--- src/rtl/sar_pkg.sv ---
// sar_pkg: shared FSM state encoding and channel-select width helper for the SAR scan controller.
package sar_pkg;

    typedef enum logic [2:0] {
        IDLE,
        SAMPLE,
        SETTLE,
        COMPARE,
        OUTPUT,
        NEXT
    } sar_state_e;

    function automatic int ch_w(input int n);
        return (n > 1) ? $clog2(n) : 1;
    endfunction

endpackage

--- src/rtl/sar_bit_engine.sv ---
// sar_bit_engine: one MSB-first successive-approximation conversion.
// Each bit is held for SETTLE_CYCLES settle cycles and then resolved in a single compare cycle.
module sar_bit_engine #(
    parameter int RESOLUTION    = 8,
    parameter int SETTLE_CYCLES = 1
) (
    input  logic                  clk,
    input  logic                  reset,
    input  logic                  start,
    input  logic                  compare,
    output logic [RESOLUTION-1:0] dac_code,
    output logic [RESOLUTION-1:0] value,
    output logic                  settle_end,
    output logic                  done
);
    localparam int IW = (RESOLUTION > 1) ? $clog2(RESOLUTION) : 1;
    localparam logic [RESOLUTION-1:0] MSB = RESOLUTION'(1) << (RESOLUTION - 1);
    logic          active;
    logic          cmp_ph;
    logic [IW-1:0] idx;
    logic [3:0]    cnt;
    assign settle_end = active & ~cmp_ph & (cnt == 4'(SETTLE_CYCLES - 1));
    assign done       = active & cmp_ph & (idx == '0);
    // Code as it stands after the current compare decision.
    always_comb begin
        value      = dac_code;
        value[idx] = compare;
    end
    always_ff @(posedge clk or negedge reset) begin
        if (!reset) begin
            active   <= 1'b0;
            cmp_ph   <= 1'b0;
            idx      <= '0;
            cnt      <= '0;
            dac_code <= '0;
        end else if (start) begin
            active   <= 1'b1;
            cmp_ph   <= (SETTLE_CYCLES == 0);
            idx      <= IW'(RESOLUTION - 1);
            cnt      <= '0;
            dac_code <= MSB;
        end else if (active && !cmp_ph) begin
            cnt    <= settle_end ? '0 : cnt + 4'd1;
            cmp_ph <= settle_end;
        end else if (active) begin
            active   <= (idx != '0);
            cmp_ph   <= (idx != '0) && (SETTLE_CYCLES == 0);
            idx      <= (idx != '0) ? idx - 1'b1 : idx;
            dac_code <= (idx != '0) ? value | (RESOLUTION'(1) << (idx - 1'b1)) : '0;
        end
    end
endmodule

--- src/rtl/sar_scan_ctrl.sv ---
// sar_scan_ctrl: multi-channel SAR ADC scan controller with a ready/valid result hand-off.
// Define SAR_AVG_EN to average 2^AVG_LOG2 back-to-back conversions per channel.
module sar_scan_ctrl
    import sar_pkg::*;
#(
    parameter int RESOLUTION    = 8,
    parameter int NUM_CH        = 4,
    parameter int SETTLE_CYCLES = 1,
    parameter int AVG_LOG2      = 2
) (
    input  logic                    clk,
    input  logic                    reset,
    input  logic                    enable,
    input  logic [NUM_CH-1:0]       ch_mask,
    input  logic                    compare,
    input  logic                    result_ready,
    output logic [RESOLUTION-1:0]   dac_code,
    output logic [ch_w(NUM_CH)-1:0] ch_sel,
    output logic                    sample,
    output logic                    busy,
    output logic [RESOLUTION-1:0]   result,
    output logic [ch_w(NUM_CH)-1:0] result_ch,
    output logic                    result_valid
);
    localparam int CH_W = ch_w(NUM_CH);

    if (NUM_CH < 1 || NUM_CH > 16) begin : g_bad_num_ch
        $error("NUM_CH out of range");
    end
    if (SETTLE_CYCLES < 0 || SETTLE_CYCLES > 15) begin : g_bad_settle
        $error("SETTLE_CYCLES out of range");
    end
    if (AVG_LOG2 < 0 || AVG_LOG2 > 4) begin : g_bad_avg
        $error("AVG_LOG2 out of range");
    end

    sar_state_e            state, nxt;
    logic [RESOLUTION-1:0] value, final_code;
    logic                  settle_end, done, last_pass, has_up;
    logic [CH_W-1:0]       low_ch, next_ch;

    sar_bit_engine #(
        .RESOLUTION    (RESOLUTION),
        .SETTLE_CYCLES (SETTLE_CYCLES)
    ) u_engine (
        .clk        (clk),
        .reset      (reset),
        .start      (state == SAMPLE),
        .compare    (compare),
        .dac_code   (dac_code),
        .value      (value),
        .settle_end (settle_end),
        .done       (done)
    );

    assign sample = (state == SAMPLE);
    assign busy   = (state != IDLE);

    // Lowest enabled channel, and the next enabled one above ch_sel with wrap-around.
    always_comb begin
        low_ch  = '0;
        next_ch = '0;
        has_up  = 1'b0;
        for (int i = NUM_CH - 1; i >= 0; i--) begin
            if (ch_mask[i]) low_ch = CH_W'(i);
            if (ch_mask[i] && CH_W'(i) > ch_sel) begin
                next_ch = CH_W'(i);
                has_up  = 1'b1;
            end
        end
        if (!has_up) next_ch = low_ch;
    end

`ifdef SAR_AVG_EN
    localparam int AW = RESOLUTION + AVG_LOG2;
    logic [AW-1:0]     acc, acc_sum;
    logic [AVG_LOG2:0] avg_cnt;
    assign acc_sum    = acc + AW'(value);
    assign last_pass  = (avg_cnt == (AVG_LOG2 + 1)'((1 << AVG_LOG2) - 1));
    assign final_code = acc_sum[AVG_LOG2 +: RESOLUTION];
    always_ff @(posedge clk or negedge reset) begin
        if (!reset) begin
            acc     <= '0;
            avg_cnt <= '0;
        end else if (state == COMPARE && done) begin
            acc     <= last_pass ? '0 : acc_sum;
            avg_cnt <= last_pass ? '0 : avg_cnt + 1'b1;
        end
    end
`else
    assign last_pass  = 1'b1;
    assign final_code = value;
`endif

    always_comb begin
        nxt = state;
        case (state)
            IDLE:    nxt = (enable && |ch_mask) ? SAMPLE : IDLE;
            SAMPLE:  nxt = (SETTLE_CYCLES == 0) ? COMPARE : SETTLE;
            SETTLE:  nxt = settle_end ? COMPARE : SETTLE;
            COMPARE: nxt = done ? (last_pass ? OUTPUT : SAMPLE) : ((SETTLE_CYCLES == 0) ? COMPARE : SETTLE);
            OUTPUT:  nxt = result_ready ? NEXT : OUTPUT;
            NEXT:    nxt = (enable && |ch_mask) ? SAMPLE : IDLE;
            default: nxt = IDLE;
        endcase
    end

    always_ff @(posedge clk or negedge reset) begin
        if (!reset) begin
            state        <= IDLE;
            ch_sel       <= '0;
            result       <= '0;
            result_ch    <= '0;
            result_valid <= 1'b0;
        end else begin
            state <= nxt;
            if (state == IDLE && nxt == SAMPLE) ch_sel <= low_ch;
            if (state == NEXT && nxt == SAMPLE) ch_sel <= next_ch;
            if (state == COMPARE && nxt == OUTPUT) begin
                result       <= final_code;
                result_ch    <= ch_sel;
                result_valid <= 1'b1;
            end
            if (state == OUTPUT && result_ready) result_valid <= 1'b0;
        end
    end
endmodule

--- config.mk ---
export PLATFORM = sky130hd
export DESIGN_NAME = sar_scan_ctrl
export DESIGN_NICKNAME = d
export VERILOG_FILES = /design/src/rtl/sar_pkg.sv /design/src/rtl/sar_bit_engine.sv /design/src/rtl/sar_scan_ctrl.sv
export SDC_FILE = /design/constraint.sdc
export NUM_CORES = 1
export LEC_CHECK = 0
export CORE_MARGIN = 4
export CORE_UTILIZATION = 50
export CTS_CLUSTER_DIAMETER = 30
export DETAILED_ROUTE_END_ITERATION = 8
export GPL_TIMING_DRIVEN = 0
export PLACE_DENSITY = 0.88
export SLEW_MARGIN = 5
export SYNTH_ARGS = -nofsm -noshare
export SYNTH_HDL_FRONTEND = slang
export SYNTH_SLANG_ARGS = --single-unit
--- constraint.sdc ---
create_clock -name clk -period 3.4 [get_ports clk]
set_input_delay 0.68 -clock clk [delete_from_list [all_inputs] [get_ports clk]]
set_output_delay 0.68 -clock clk [all_outputs]
set_load 0.01 [all_outputs]
* Yosys cells after proc, flatten, opt, wreduce, memory -nomap -nowiden
Index checks and enable logic that the tools add are counted.
** Operators by class
- Bitwise operators :: 6
- Reduce and logical (&&, ||, !) cells :: 27
- Muxes and demuxes :: 42
- Equal/unequal tests :: 8
- Magnitude comparators :: 6
- Shift-type cells :: 1
- Add/sub/neg operators :: 2
** Operators with widths (number)
- $mux W8 :: 4
- $mux W2 :: 11
- $mux W1 :: 16
- $mux W3 :: 5
- $pmux W3 S5 :: 1
- $mux W4 :: 3
- $logic_and A1 B1 Y1 :: 11
- $reduce_bool A2 Y1 :: 5
- $eq A3 B3 Y1 const B :: 3
- $reduce_bool A3 Y1 :: 3
- $bwmux W8 :: 1
- $or A8 B8 Y8 :: 1
- $shl A1 B3 Y8 const A :: 1
- $eq A3 B1 Y1 const B :: 2
- $eq A3 B2 Y1 const B :: 2
- $logic_not A3 Y1 :: 2
- $add A4 B1 Y4 const B :: 1
- $and A1 B1 Y1 :: 4
- $gt A1 B2 Y1 const A :: 2
- $gt A2 B2 Y1 const A :: 2
- $logic_not A4 Y1 :: 1
- $lt A3 B4 Y1 const B :: 1
- $reduce_or A4 Y1 :: 1
- $demux W1 S3 :: 1
- 8 further kinds :: 8
** Word-level totals
- Bits of input ports :: 9
- Flip-flop bits (word level) :: 33
- Output and inout port bits :: 23

* Longest topological paths before layout
Gate-level depths: netlist (run 1).
- Depth in word-level cells :: 10
- Gate-level depth with buffers :: 8

* By module
From an unflattened synthesis (run 1), not the netlist that was laid out.
** Second synthesis, totals
- Cell total of the unflattened synthesis :: 190
- Area total of the unflattened synthesis :: 1970.6 µm²
** Modules (own cells, without submodules)
- sar_bit_engine :: area each 1142.3 µm², cells an instance 120, times used 1
- sar_scan_ctrl :: area each 828.3 µm², cells an instance 70, times used 1

* Worst setup path after synthesis (run 1)
Ideal clock, no wire load.
- Kind :: reg2reg
- Start :: register u_engine.idx[0]
- End :: register result[2]
- Clock period less this slack :: 1740 ps
- Arrival time :: 1614 ps
- Cell stages (with the launch flop) :: 8
- Setup time :: 125 ps
- Data required time :: 3275 ps
- Path buffers :: 2
- Setup slack :: 1660 ps
- Path through :: dfrtp_1 > buf_2 > inv_1 > ha_1 > and2b_1 > nand4_4 > buf_6 > mux2_4
** On the way
- Cells in the longest elaborated chain, start to end :: 6
** RTL lines
- start: declaration :: line sar_bit_engine.sv:20 : logic [IW-1:0] idx;
- start signal: assignment :: line sar_bit_engine.sv:39 : idx <= IW'(RESOLUTION - 1);
- start signal: assignment :: line sar_bit_engine.sv:48 : idx <= (idx != '0) ? idx - 1'b1 : idx;
- $logic_not A3 Y1 :: line sar_bit_engine.sv:23 : assign done = active & cmp_ph & (idx == '0);
- $and A1 B1 Y1 :: line sar_bit_engine.sv:23
- $mux W3 :: line sar_scan_ctrl.sv:101 : COMPARE: nxt = done ? (last_pass ? OUTPUT : SAMPLE) : ((SETTLE_CYCLES == 0) ? COMPARE : SETTLE);
- $pmux W3 S5 :: line sar_scan_ctrl.sv:97 : case (state)
- $eq A3 B3 Y1 :: line sar_scan_ctrl.sv:119 : if (state == COMPARE && nxt == OUTPUT) begin
- $logic_and A1 B1 Y1 :: line sar_scan_ctrl.sv:119
- end signal: assignment :: line sar_scan_ctrl.sv:120 : result <= final_code;
- end: declaration :: line sar_scan_ctrl.sv:21 : output logic [RESOLUTION-1:0] result,
Parallel ways exist; a longest one is shown, timed or not.
A chain may end at the register's enable or synchronous reset.

* Final worst setup path (run 1)
- Start :: register state[2]
- End :: output sample
** On the way
- Cells in the longest elaborated chain, start to end :: 1
** RTL lines
- start: declaration :: line sar_scan_ctrl.sv:37 : sar_state_e state, nxt;
- start signal: assignment :: line sar_scan_ctrl.sv:116 : state <= nxt;
- $eq A3 B1 Y1 :: line sar_scan_ctrl.sv:56 : assign sample = (state == SAMPLE);
- end: declaration :: line sar_scan_ctrl.sv:19 : output logic sample,
No other way between the ends.

==> reports/qor.yml, run 1 <==
status: "completed"
std_cell_rows: 21
worst_slew_pin_slew_ns: 0.725
cts.sinks: 33
gp_congestion: 0.808
min_period_over_period_pct: 75.0
ir_drop_uv: 467
insertion_delay_ns: 0.33
num_io_pins: 32
dr.pass1.iters: 4
register_area_um2: 826
crit_chain: "buf_2 > nor2_1 > nand2_1 > inv_2 > clkdlybuf4s50_1"
setup_viol: 0
synthesis.instances: 177
diodes: 0
overflow: 0
die-area_um2: 4650
htreeDepth: 2
grt_pass1_wl_um: 6090
root_buffer: "clkbuf_4"
nets: 231
finalHoldWorstSlack_ns: 0.390
use_met3_pct: 7.06
cts_setup_buffers: 0
total_power_w: 0.00162
yosys.cell_types.count: 44
end_kind: "output port"
cp_slowest_stage_delay_ns: 0.56
fin_ws_ns: 0.849
slew_headroom_pct: 51.7
skew_ns: 0.00620
n_fill_cell: 272
max-cap-violations: 0
postRouteAntennaNets: 0
die_h_um: 68.2
via_per_inst: 5.47
cp.arrival_ns: 1.87
clk_pin_slew_ns: 0.10
final_layout_size_suffix_gt1_share_pct: 15.7
p_leak_nw: 0.999
max_freq_mhz: 392
fp.coreArea_um2: 3420
drv_slew: 0
synth_warnings: 0
antenna_found_initial: 0
post-route-util_pct: 65.2
critPathLaunchType: "flop"
gr-usage-met1_pct: 22.3
post-place-ws_ns: 1.22
grt_util_met2_pct: 27.1
routed_wl_um: 3630
rsz0062_at_grt: "no"
grt_usage_pct: 17.8
grt_start_max_net_pins: 34
drc: 0
hold_class: "in -> async"
numPortBuffers: 31
cp.required_ns: 2.72
fin_setup_tns_ns: 0
grt_pass1_vias: 1379
vias: 1434
synth.net_count: 193
area_growth_pct: 22.9
multi_input_area_um2: 903
hpwl_um: 2660
clk_path_buf_depth: 2
finalHoldViolations: 0
final_cell_mix: "dfrtp_1, clkdlybuf4s50_1, nand2_1"
powerDensity_nw_per_um2: 726
yosysSeqAreaShare_pct: 45.6
critPathSlowestCell: "clkdlybuf4s50_1"
cts-resized-gates: 0
die_w_um: 68.2
floorplan.initialDensity_pct: 53.0
critPathKind: "reg -> out"
hold_buffers: 0
wl_per_cell_um: 13.9
grt-busiest-layer: "met2"
path_delay_family: "buffers and inverters"
drt-initial-drc-count: 72
numCtsBuffers: 5
layout_commonest_cell: "dfrtp_1"
cts_tree: "done"
synth_area_um2: 1810
critical_path_peak_fanout: 9
ys_seq_elements: 33
cp_num_buf_inv: 3
syn-mean-instance-area_um2: 10.2
min_period_ns: 2.55
[cell usage after synthesis (all sizes together)]
library cell,instances,area [µm²]
dfrtp,33,826
xor2,1,8.76
a21oi,16,83.8
nand3,4,20.0
o22a,1,8.76
nand3b,5,37.5
buf,6,45.0
and3b,1,8.76
or3,1,11.3
a22o,1,8.76
and2,1,6.26
a31oi,1,6.26
or4b,1,10.0
a211o,2,17.5
and3,1,11.3
o31ai,1,7.51
o211ai,1,7.51
nor3,3,15.0
nand4,2,27.5
a21o,1,7.51
inv,10,37.5
nand2b,2,12.5
nor2b,1,6.26
o21ai,12,60.1
nand2,21,78.8
and2b,2,15.0
mux2,15,188
ha,7,87.6
nor2,10,37.5
nor3b,4,30.0
o41ai,1,8.76
a221o,1,10.0
mux2i,1,10.0
a311oi,1,8.76
o22ai,1,6.26
a22oi,1,7.51
xnor2,3,26.3
nor4,1,6.26
[stage by stage]
stage | std cells | instance area, µm²
floorplan | 177 | 1810
global placement | 254 | 2180
detailed placement | 254 | 2170
CTS | 262 | 2230
global route | 262 | 2230
finish | 262 | 2230
[sequential cells by signal (all words and copies together), names as in the netlist]
register           flops
u_engine.active        1
u_engine.dac_code      8
result_ch              2
ch_sel                 2
result                 8
state                  3
u_engine.idx           3
result_valid           1
u_engine.cmp_ph        1
u_engine.cnt           4
[kinds of logic (layout without fill, tap and decap cells)]
family          Yosys count  after routing  share of synthesized area [%]
mux                      16             16                           10.9
simple gates             60             60                           18.4
buf+inv                  16             55                           4.56
compound gates           41             41                           13.7
flops                    33             33                           45.6
xor+xnor                  4              4                           1.93
fa+ha+maj                 7              7                           4.83
[cell type report]
cell class                      instances  share of cell area (%)
Clock inverter                          2                   0.450
Timing Repair Buffer                   31                    13.7
Clock buffer                            6                    1.85
Tap cell                               46                    2.59
Sequential cell                        33                    37.1
Multi-Input combinational cell        128                    40.6
Inverter                               10                    1.69
Buffer                                  6                    2.02
[layer usage]
metal	routed length [µm]	part of all wire (%)
met1	1620	45
met5	0	0
met4	20	0.55
met2	1780	49
met3	210	5.8
[final timing paths]
kind	end	slack, ns	cells after the start	from
worst max-delay path	sample	0.85	5	state[2]$_DFF_PN0_
worst min-delay path	result[2]$_DFFE_PN0P_	0.39	1	reset
worst max register to register	u_engine.dac_code[1]$_DFFE_PN0P_	1.44	7	u_engine.idx[0]$_DFFE_PN0P_
worst min register to register	result_ch[1]$_DFFE_PN0P_	0.50	2	result_ch[1]$_DFFE_PN0P_
max in group asynchronous	u_engine.dac_code[0]$_DFFE_PN0P_	2.54	1	reset
min in group clk	result_ch[1]$_DFFE_PN0P_	0.50	2	result_ch[1]$_DFFE_PN0P_
[power breakdown]
part	internal (W)	switching, W	total (W)
sequential	0.000511	0.000108	0.000619
combinational	0.000411	0.000381	0.000792
clock	0.0000786	0.000127	0.000206
total	0.00100	0.000616	0.00162
No activity file was read; power rests on OpenSTA's default activity.
==> run 2, diff against run 1 <==
==> constraint.sdc (replaced) <==
create_clock -name clk -period 2.6 [get_ports clk]
set_input_delay 0.52 -clock clk [delete_from_list [all_inputs] [get_ports clk]]
set_output_delay 0.52 -clock clk [all_outputs]
set_load 0.01 [all_outputs]
==> results of run 2 <==
The final DEF is identical to that of run 1. Status: completed.
Among the figures that moved: setup slack after placement 1.22 ns -> 0.585 ns; setup slack after layout 0.849 ns -> 0.209 ns; hold slack 0.390 ns -> 0.230 ns; register-to-register setup slack 1.44 ns -> 0.64 ns; total power 0.00162 W -> 0.00211 W; worst IR drop on VDD 467 µV -> 610 µV
